===== src/rtl/ariane_pkg.sv =====
// Slice of ariane_pkg: the accelerator port payload types shared by the
// harts and the accelerator, plus the arbiter depth used at top level.
package ariane_pkg;

    // Outstanding accelerator requests the shared-port arbiter can track.
    localparam int unsigned AccArbMaxOutstanding = 4;

    typedef struct packed {
        logic [31:0] insn;
        logic [63:0] rs1;
        logic [63:0] rs2;
    } accelerator_req_t;

    typedef struct packed {
        logic [4:0]  id;
        logic [63:0] result;
        logic        error;
    } accelerator_resp_t;

endpackage


===== src/rtl/acc_id_fifo.sv =====
// In-order FIFO of requester indices. Records which hart owns each request
// in flight so responses, which return in order, can be routed back.
module acc_id_fifo #(
    parameter int Depth = 4,
    parameter int Width = 1
) (
    input  logic             clk_i,
    input  logic             rst_i,
    input  logic             push_i,
    input  logic [Width-1:0] data_i,
    input  logic             pop_i,
    output logic             full_o,
    output logic             empty_o,
    output logic [Width-1:0] head_o
);

    localparam int PtrW = $clog2(Depth);
    // One extra bit so a full FIFO is distinguishable from an empty one.
    localparam int CntW = PtrW + 1;

    logic [PtrW-1:0]  wr_ptr_q, wr_ptr_d;
    logic [PtrW-1:0]  rd_ptr_q, rd_ptr_d;
    logic [CntW-1:0]  count_q, count_d;
    logic [Width-1:0] mem_q [Depth];
    logic             do_push;
    logic             do_pop;

    assign full_o  = (count_q == CntW'(Depth));
    assign empty_o = (count_q == '0);
    assign head_o  = mem_q[rd_ptr_q];

    // A push into a full FIFO is ignored; a pop from an empty one is ignored.
    assign do_push = push_i & ~full_o;
    assign do_pop  = pop_i & ~empty_o;

    // Next pointer/count; pointers wrap naturally since Depth is a power of 2.
    always_comb begin
        wr_ptr_d = wr_ptr_q;
        rd_ptr_d = rd_ptr_q;
        count_d  = count_q;
        if (do_push) wr_ptr_d = wr_ptr_q + PtrW'(1);
        if (do_pop)  rd_ptr_d = rd_ptr_q + PtrW'(1);
        case ({do_push, do_pop})
            2'b10:   count_d = count_q + CntW'(1);
            2'b01:   count_d = count_q - CntW'(1);
            default: count_d = count_q;
        endcase
    end

    // Control state: pointers and occupancy, cleared asynchronously.
    always_ff @(posedge clk_i or posedge rst_i) begin
        if (rst_i) begin
            wr_ptr_q <= '0;
            rd_ptr_q <= '0;
            count_q  <= '0;
        end else begin
            wr_ptr_q <= wr_ptr_d;
            rd_ptr_q <= rd_ptr_d;
            count_q  <= count_d;
        end
    end

    // Storage: only meaningful behind the pointers, so it needs no reset.
    always_ff @(posedge clk_i) begin
        if (do_push) mem_q[wr_ptr_q] <= data_i;
    end

endmodule


===== src/rtl/acc_req_arbiter.sv =====
// Shares one accelerator request/response port among NrHarts requesters.
// Round-robin request arbitration with a grant lock while the accelerator
// stalls; an in-order ID FIFO steers each response back to its issuer.
module acc_req_arbiter
    import ariane_pkg::*;
#(
    parameter int NrHarts        = 2,
    parameter int MaxOutstanding = int'(AccArbMaxOutstanding),
    parameter int IdxW           = $clog2(NrHarts)
) (
    input  logic                             clk_i,
    input  logic                             rst_i,
    input  accelerator_req_t [NrHarts-1:0]   hart_req_i,
    input  logic [NrHarts-1:0]               hart_req_valid_i,
    output logic [NrHarts-1:0]               hart_req_ready_o,
    output accelerator_resp_t                hart_resp_o,
    output logic [NrHarts-1:0]               hart_resp_valid_o,
    input  logic [NrHarts-1:0]               hart_resp_ready_i,
    output accelerator_req_t                 acc_req_o,
    output logic                             acc_req_valid_o,
    input  logic                             acc_req_ready_i,
    input  accelerator_resp_t                acc_resp_i,
    input  logic                             acc_resp_valid_i,
    output logic                             acc_resp_ready_o,
    output logic                             busy_o,
    output logic                             err_o
);

    logic [IdxW-1:0] prio_q, prio_d;
    logic            lock_q, lock_d;
    logic [IdxW-1:0] lock_idx_q, lock_idx_d;
    logic            err_q, err_d;

    logic [IdxW-1:0] grant;
    logic            found;
    int              idx;
    logic            req_hs;
    logic            resp_hs;
    logic            fifo_full;
    logic            fifo_empty;
    logic [IdxW-1:0] fifo_head;

    // Grant selection: locked index while stalled, else first valid at/after prio_q.
    always_comb begin
        grant = prio_q;
        found = 1'b0;
        idx   = 0;
        if (lock_q) begin
            grant = lock_idx_q;
        end else begin
            for (int k = 0; k < NrHarts; k++) begin
                idx = (int'(prio_q) + k) % NrHarts;
                if (!found && hart_req_valid_i[idx]) begin
                    grant = IdxW'(idx);
                    found = 1'b1;
                end
            end
        end
    end

    // Request path; outputs are held quiet while reset is asserted.
    always_comb begin
        acc_req_o        = hart_req_i[grant];
        acc_req_valid_o  = (|hart_req_valid_i) & ~fifo_full & ~rst_i;
        hart_req_ready_o = '0;
        for (int i = 0; i < NrHarts; i++) begin
            hart_req_ready_o[i] = acc_req_ready_i & (grant == IdxW'(i)) & ~fifo_full & ~rst_i;
        end
    end

    assign req_hs = acc_req_valid_o & acc_req_ready_i;

    // Response routing: head of the ID FIFO owns the response; with nothing
    // outstanding the response is accepted and dropped.
    always_comb begin
        hart_resp_o       = acc_resp_i;
        hart_resp_valid_o = '0;
        acc_resp_ready_o  = 1'b1;
        if (!fifo_empty) begin
            hart_resp_valid_o[fifo_head] = acc_resp_valid_i;
            acc_resp_ready_o             = hart_resp_ready_i[fifo_head];
        end
    end

    assign resp_hs = acc_resp_valid_i & acc_resp_ready_o & ~fifo_empty;

    // Next-state for priority pointer, grant lock and sticky error flag.
    always_comb begin
        prio_d     = prio_q;
        lock_d     = lock_q;
        lock_idx_d = lock_idx_q;
        err_d      = err_q | (fifo_empty & acc_resp_valid_i);
        if (req_hs) begin
            prio_d = IdxW'((int'(grant) + 1) % NrHarts);
            lock_d = 1'b0;
        end else if (acc_req_valid_o) begin
            lock_d     = 1'b1;
            lock_idx_d = grant;
        end
    end

    // Arbiter control state.
    always_ff @(posedge clk_i or posedge rst_i) begin
        if (rst_i) begin
            prio_q     <= '0;
            lock_q     <= 1'b0;
            lock_idx_q <= '0;
            err_q      <= 1'b0;
        end else begin
            prio_q     <= prio_d;
            lock_q     <= lock_d;
            lock_idx_q <= lock_idx_d;
            err_q      <= err_d;
        end
    end

    acc_id_fifo #(
        .Depth (MaxOutstanding),
        .Width (IdxW)
    ) u_id_fifo (
        .clk_i   (clk_i),
        .rst_i   (rst_i),
        .push_i  (req_hs),
        .data_i  (grant),
        .pop_i   (resp_hs),
        .full_o  (fifo_full),
        .empty_o (fifo_empty),
        .head_o  (fifo_head)
    );

    assign busy_o = ~fifo_empty;
    assign err_o  = err_q;

endmodule


===== config.mk =====
export PLATFORM = sky130hd
export DESIGN_NAME = acc_req_arbiter
export DESIGN_NICKNAME = d
export VERILOG_FILES = /design/src/rtl/ariane_pkg.sv /design/src/rtl/acc_id_fifo.sv /design/src/rtl/acc_req_arbiter.sv
export SDC_FILE = /design/constraint.sdc
export NUM_CORES = 1
export LEC_CHECK = 0
export CELL_PAD_IN_SITES_DETAIL_PLACEMENT = 1
export CELL_PAD_IN_SITES_GLOBAL_PLACEMENT = 2
export CORE_AREA = 10 10 237 239
export CTS_BUF_LIST = sky130_fd_sc_hd__clkbuf_2 sky130_fd_sc_hd__clkbuf_4 sky130_fd_sc_hd__clkbuf_8
export CTS_CLUSTER_DIAMETER = 80
export DETAILED_ROUTE_END_ITERATION = 16
export DIE_AREA = 0 0 247 249
export PLACE_DENSITY = 0.78
export SLEW_MARGIN = 5
export SYNTH_ARGS = -nofsm -noshare
export SYNTH_HDL_FRONTEND = slang
export SYNTH_SLANG_ARGS = --single-unit

===== constraint.sdc =====
create_clock -name clk_i -period 4.6 [get_ports clk_i]
set_input_delay 0.92 -clock clk_i [delete_from_list [all_inputs] [get_ports clk_i]]
set_output_delay 0.92 -clock clk_i [all_outputs]
set_load 0.1 [all_outputs]

After elaboration in Yosys (flattened, before gate mapping)
Memory sizes are Yosys's and may differ from the RTL's.
Index checks and enable logic that the tools add are counted.
Cells by class
  add/sub/neg operators: 6
  $lt $le $gt $ge: 5
  equal/unequal tests: 3
  multiplexer cells: 22
  bitwise gates (word level): 22
  reductions and logical operators: 8
Operator list (number)
  $mux W160: 2
  $mux W1: 17
  $and A1 B1 Y1: 14
  $lt A1 B2 Y1 const B: 3
  $pmux W3 S2: 1
  $not A1 Y1: 5
  $add A2 B1 Y2 const B: 2
  $reduce_bool A2 Y1: 2
  $add A3 B1 Y3 const B: 1
  $eq A3 B3 Y1 const B: 1
  $logic_not A3 Y1: 1
  $lt A2 B3 Y1 const B: 1
  $sub A3 B1 Y3 const B: 1
  $add A1 B1 Y1 const B: 2
  $and A2 B2 Y2: 1
  $eq A2 B1 Y1 const B: 1
  $eq A2 B2 Y1 const B: 1
  $logic_and A1 B1 Y1: 2
  $mux W2: 1
  $reduce_and A2 Y1: 1
  $reduce_or A2 Y1: 1
  $and A1 B1 Y1 const A: 1
  $demux W1 S1: 1
  $ge A1 B1 Y1 const B: 1
  other kinds (2): 2
Word-level totals
  bits in registers: 11
  bits in writable memories: 4
  input bits: 398
  word-level logic and storage cells: 74
  memories kept: 1
Memories
  u_id_fifo.mem_q: depth 4, width 1, read ports 1, clocked after Yosys merged registers in 0, write ports 1, line acc_id_fifo.sv:24  | logic [Width-1:0] mem_q [Depth];

Logic depth before layout (Yosys ltp)
Gate-level depths: netlist of the first run.
  depth after elaboration: 12
  gate-level depth with buffers: 9

Hierarchy
From an unflattened synthesis of the first run, not the netlist that was laid out.
Second synthesis, totals
  cell total of the unflattened synthesis: 321
  area, all modules: 3389.5 sq um
Modules (own cells, without submodules)
  acc_req_arbiter: instances 1, cells each 278, area an instance 2802.7 sq um, seq. area each 100.1 sq um
  acc_id_fifo: instances 1, cells each 43, area an instance 586.8 sq um, seq. area each 295.3 sq um

Least setup slack after synthesis of the first run
Ideal clock, no wire load.
  kind: input to output
  from: in hart_req_valid_i[1]
  to: out acc_req_valid_o
  data arrival time: 3.380 ns
  data required time: 3.680 ns
  slack: 0.300 ns
  cell stages on the path: 2
  path buffers: 0
  path through: nor2_1 -> a211oi_1
On the way
  longest elaborated chain between the ends: 3
Ends and longest elaborated chain
  start, declared: line acc_req_arbiter.sv:14  | input logic [NrHarts-1:0] hart_req_valid_i,
  $reduce_or A2 Y1: line acc_req_arbiter.sv:64  | acc_req_valid_o = (|hart_req_valid_i) & ~fifo_full & ~rst_i;
  $and A1 B1 Y1 (2 in series): line acc_req_arbiter.sv:64
  end, declared: line acc_req_arbiter.sv:20  | output logic acc_req_valid_o,
Every way passes these cells.

==> results of run 1 <==
==> flip-flops by register name, summed over array words and instances (netlist names) <==
name	flops
u_id_fifo.mem_q	4
prio_q	1
err_o	1
u_id_fifo.count_q	3
lock_q	1
u_id_fifo.wr_ptr_q	2
u_id_fifo.rd_ptr_q	2
lock_idx_q	1
==> where the power goes <==
group / internal, mW / switching (mW)
Combinational: 2.69 / 4.76
Sequential: 0.193 / 0.0488
Clock: 0.0599 / 0.0464
==> cell usage after synthesis, drive strengths merged <==
| cell type | n | area [sq um] |
|---|---|---|
| mux2 | 163 | 1840 |
| buf | 88 | 758 |
| dfrtp | 11 | 275 |
| nor2 | 10 | 40.0 |
| inv | 8 | 30.0 |
| ha | 5 | 62.6 |
| and2 | 4 | 25.0 |
| edfxtp | 4 | 120 |
| xnor2 | 3 | 26.3 |
| xor2 | 3 | 26.3 |
| mux2i | 2 | 32.5 |
| nand2 | 2 | 7.51 |
| a211o | 1 | 8.76 |
| a211oi | 1 | 7.51 |
| a21oi | 1 | 5.00 |
| a31oi | 1 | 6.26 |
| and3 | 1 | 6.26 |
| clkbuf | 1 | 3.75 |
| fa | 1 | 20.0 |
| maj3 | 1 | 11.3 |
| mux4 | 1 | 22.5 |
| nor3b | 1 | 7.51 |
| o21bai | 1 | 7.51 |
| or3 | 1 | 6.26 |
==> layout make-up <==
cell class	count	area, sq um
fill	5809	41100
clock buffer	3	41.3
antenna	5	12.5
tap	680	851
clock inverter	1	5.00
sequential	15	395
timing repair buffer	501	6650
inverter	8	30.0
multi-input combinational	203	2160
==> metal layers <==
| layer | share of wire | up-vias | global-route usage |
|---|---|---|---|
| met5 | 0.0028 | - | 0.00571 |
| met4 | 0.0053 | 8 | 0.0128 |
| met3 | 0.14 | 12 | 0.0475 |
| met2 | 0.51 | 345 | 0.148 |
| met1 | 0.35 | 1880 | 0.0846 |
| li1 | - | 1876 | - |
==> cell families (layout without fill, tap and decap cells) <==
logic type      count (synthesis)  count (layout)  synth area share
compound gates                  5               5            0.0105
xor+xnor                        6               6            0.0157
fa+ha+maj                       7               7            0.0280
buf+inv                        97             513             0.236
flops                          15              15             0.118
mux                           166             166             0.564
other cells                     0               5                 0
simple gates                   19              19            0.0276
==> metrics by stage <==
step | total power, mW | util | instances
2_1_floorplan | 5.34 | - | 315
3_3_place_gp | 7.72 | 0.197 | 1407
3_5_place_dp | 7.79 | 0.197 | 1407
5_1_grt | 8.05 | 0.198 | 1416
6_report | 7.81 | 0.198 | 1416
4_1_cts | 7.91 | 0.198 | 1411
==> worst register-to-register path: cells and delay by family (launching register included) <==
kind | cells | cell delay, ns
xor+xnor | 2 | 0.29
fa+ha+maj | 2 | 0.63
flops | 1 | 0.41
mux | 2 | 0.87
simple gates | 2 | 0.17
==> worst paths after layout <==
kind / to / cells after the start / slack (ns)
max in group asynchronous: u_id_fifo.count_q[1] / 2 / 3.23
worst max-delay path: acc_req_o[47] / 8 / 0.47
worst min-delay path: err_o / 1 / 0.48
worst min register to register: err_o / 1 / 0.48
worst max register to register: u_id_fifo.count_q[2] / 8 / 2.11
min in group asynchronous: u_id_fifo.wr_ptr_q[0] / 2 / 1.05
==> metrics.md, run 1 <==
| Metric | Value |
|---|---|
| Status | `finished clean` |
| Commonest non-fill, non-tap cell in the layout | `clkdlybuf4s50_1` |
| Wirelength, routed | `approximately 28 mm` |
| R2r startpoint | `u_id_fifo.rd_ptr_q[0]` |
| Worst hold margin | `around 0.48 ns` |
| Static leakage | `3.88 nW` |
| Fin Setup TNS | `0 ns` |
| Max-cap violations | `0` |
| Crit. End Element | `primary output` |
| Core outline area | `between 0.05 and 0.06 sq mm` |
| Max Root-Sink Buffers | `2` |
| Slew of the pin with the lowest slew margin | `between 1 and 1.5 ns` |
| Pin count of the biggest net entering global routing | `70` |
| Post-Syn Nets | `719` |
| Initial Util | `0.0655` |
| Share of cells above drive strength 1 | `0.365` |
| Crit path launch | `hart_req_valid_i[0]` |
| CTS buffer count | `3` |
| Pre-CTS setup slack | `between 0.4 and 0.5 ns` |
| Final GP Congestion | `between 0.8 and 0.9` |
| Final setup violation count | `0` |
| Later-pin clock latency in the skew report | `about 0.25 ns` |
| Cells after Synth | `~320` |
| Gr ovfl total | `0` |
| I/O pin cnt | `636` |
| First-pass GRT wire length | `37.9 mm` |
| Leading cell types in the layout, fill and taps excluded | `328 x clkdlybuf4s50_1, 165 x buf_12, 86 x mux2_2` |
| PwrDens | `a little under 800 mW/mm^2` |
| Mapped cell area | `0.00335 sq mm` |
| CP delay by family, top | `buffers and inverters` |
| Worst-path clk slew | `roughly 0.070 ns` |
| Ys Warns | `0` |
| Post-CTS setup buffers | `0` |
| Root buf cell | `clkbuf_8` |
| Syn Area/Cell | `roughly 11 sq um` |
| Hold Crit Class | `reg2reg` |
| Crit-path most repeated cell | `buf_12` |
| Max Slew Vio Count | `0` |
| Relative slew slack | `0.322` |
| DRC | `0` |
| Layout area overhead | `203%` |
| TritonCTS clock tree | `yes` |
| Arrival time worst endpoint | `about 3.2 ns` |
| Setup Skew | `0.00625 ns` |
| WP data required | `roughly 3.7 ns` |
| Hold_buf cts | `0` |
| FMAX | `roughly 0.24 GHz` |
| Final ANT Viol Nets | `0` |
| Critical path's slowest cell | `clkdlybuf4s50_1` |
| DRT Pass-1 Iters | `4` |
| Full die area | `0.0615 sq mm` |
| Biggest cell delay along the critical path | `around 0.48 ns` |
| Gr usage total | `0.0837` |
| Via count | `roughly 4,000` |
| Vias in the first global route | `4,817` |
| Via density | `roughly 2.9` |
| DP Wirelength | `~26 mm` |
| Hold_sp | `err_o` |
| WL per Instance | `19.9 um` |
| Die Y | `249 um` |
| Hold Violations, Final | `0` |
| Finished Cell Area | `just over 0.01 sq mm` |
| Worst Path Buf+Inv | `5` |
| Final net count | `approximately 1,100` |
| Worst Setup Slack, final | `between 0.4 and 0.5 ns` |
| Period minus WS final | `4.13 ns` |
| Post-synthesis sequential area ratio | `0.118` |
| Htree depth | `1` |
| Worst setup SP type | `input port` |
| Yosys cell types | `29` |
| Placed inst area | `0.0101 sq mm` |
| Flops & latches, synth | `15` |
| Clk sinks | `15` |
| Period Utilization, post-route | `0.898` |
| Crit Path Max Fanout | `37` |
| Placement Rows | `83` |
| Unrepaired setup endpoints after global routing | `false` |
| Crit Path Category | `in2out` |
| Worst path cell trace | `clkdlybuf4s50_1, inv_1, maj3_2, mux2i_4, buf_12, buf_12, mux2_1, buf_12` |
| Worst VDD drop | `0.000427 V` |
| Die W | `roughly 250 um` |
| Post-CTS sizing | `0` |
| IO buf count | `around 500` |
| Initial antenna violation count | `8` |
| Iteration-0 DRC Markers | `74` |
No activity file was read; power rests on OpenSTA's default activity.
==> run 2: changes to the inputs <==
- ABC_AREA: default -> 0
- CTS_CLUSTER_DIAMETER: 80 -> 30
==> results of run 2 <==
Same layout as run 1: the final DEF is identical, and so are final timing and power.
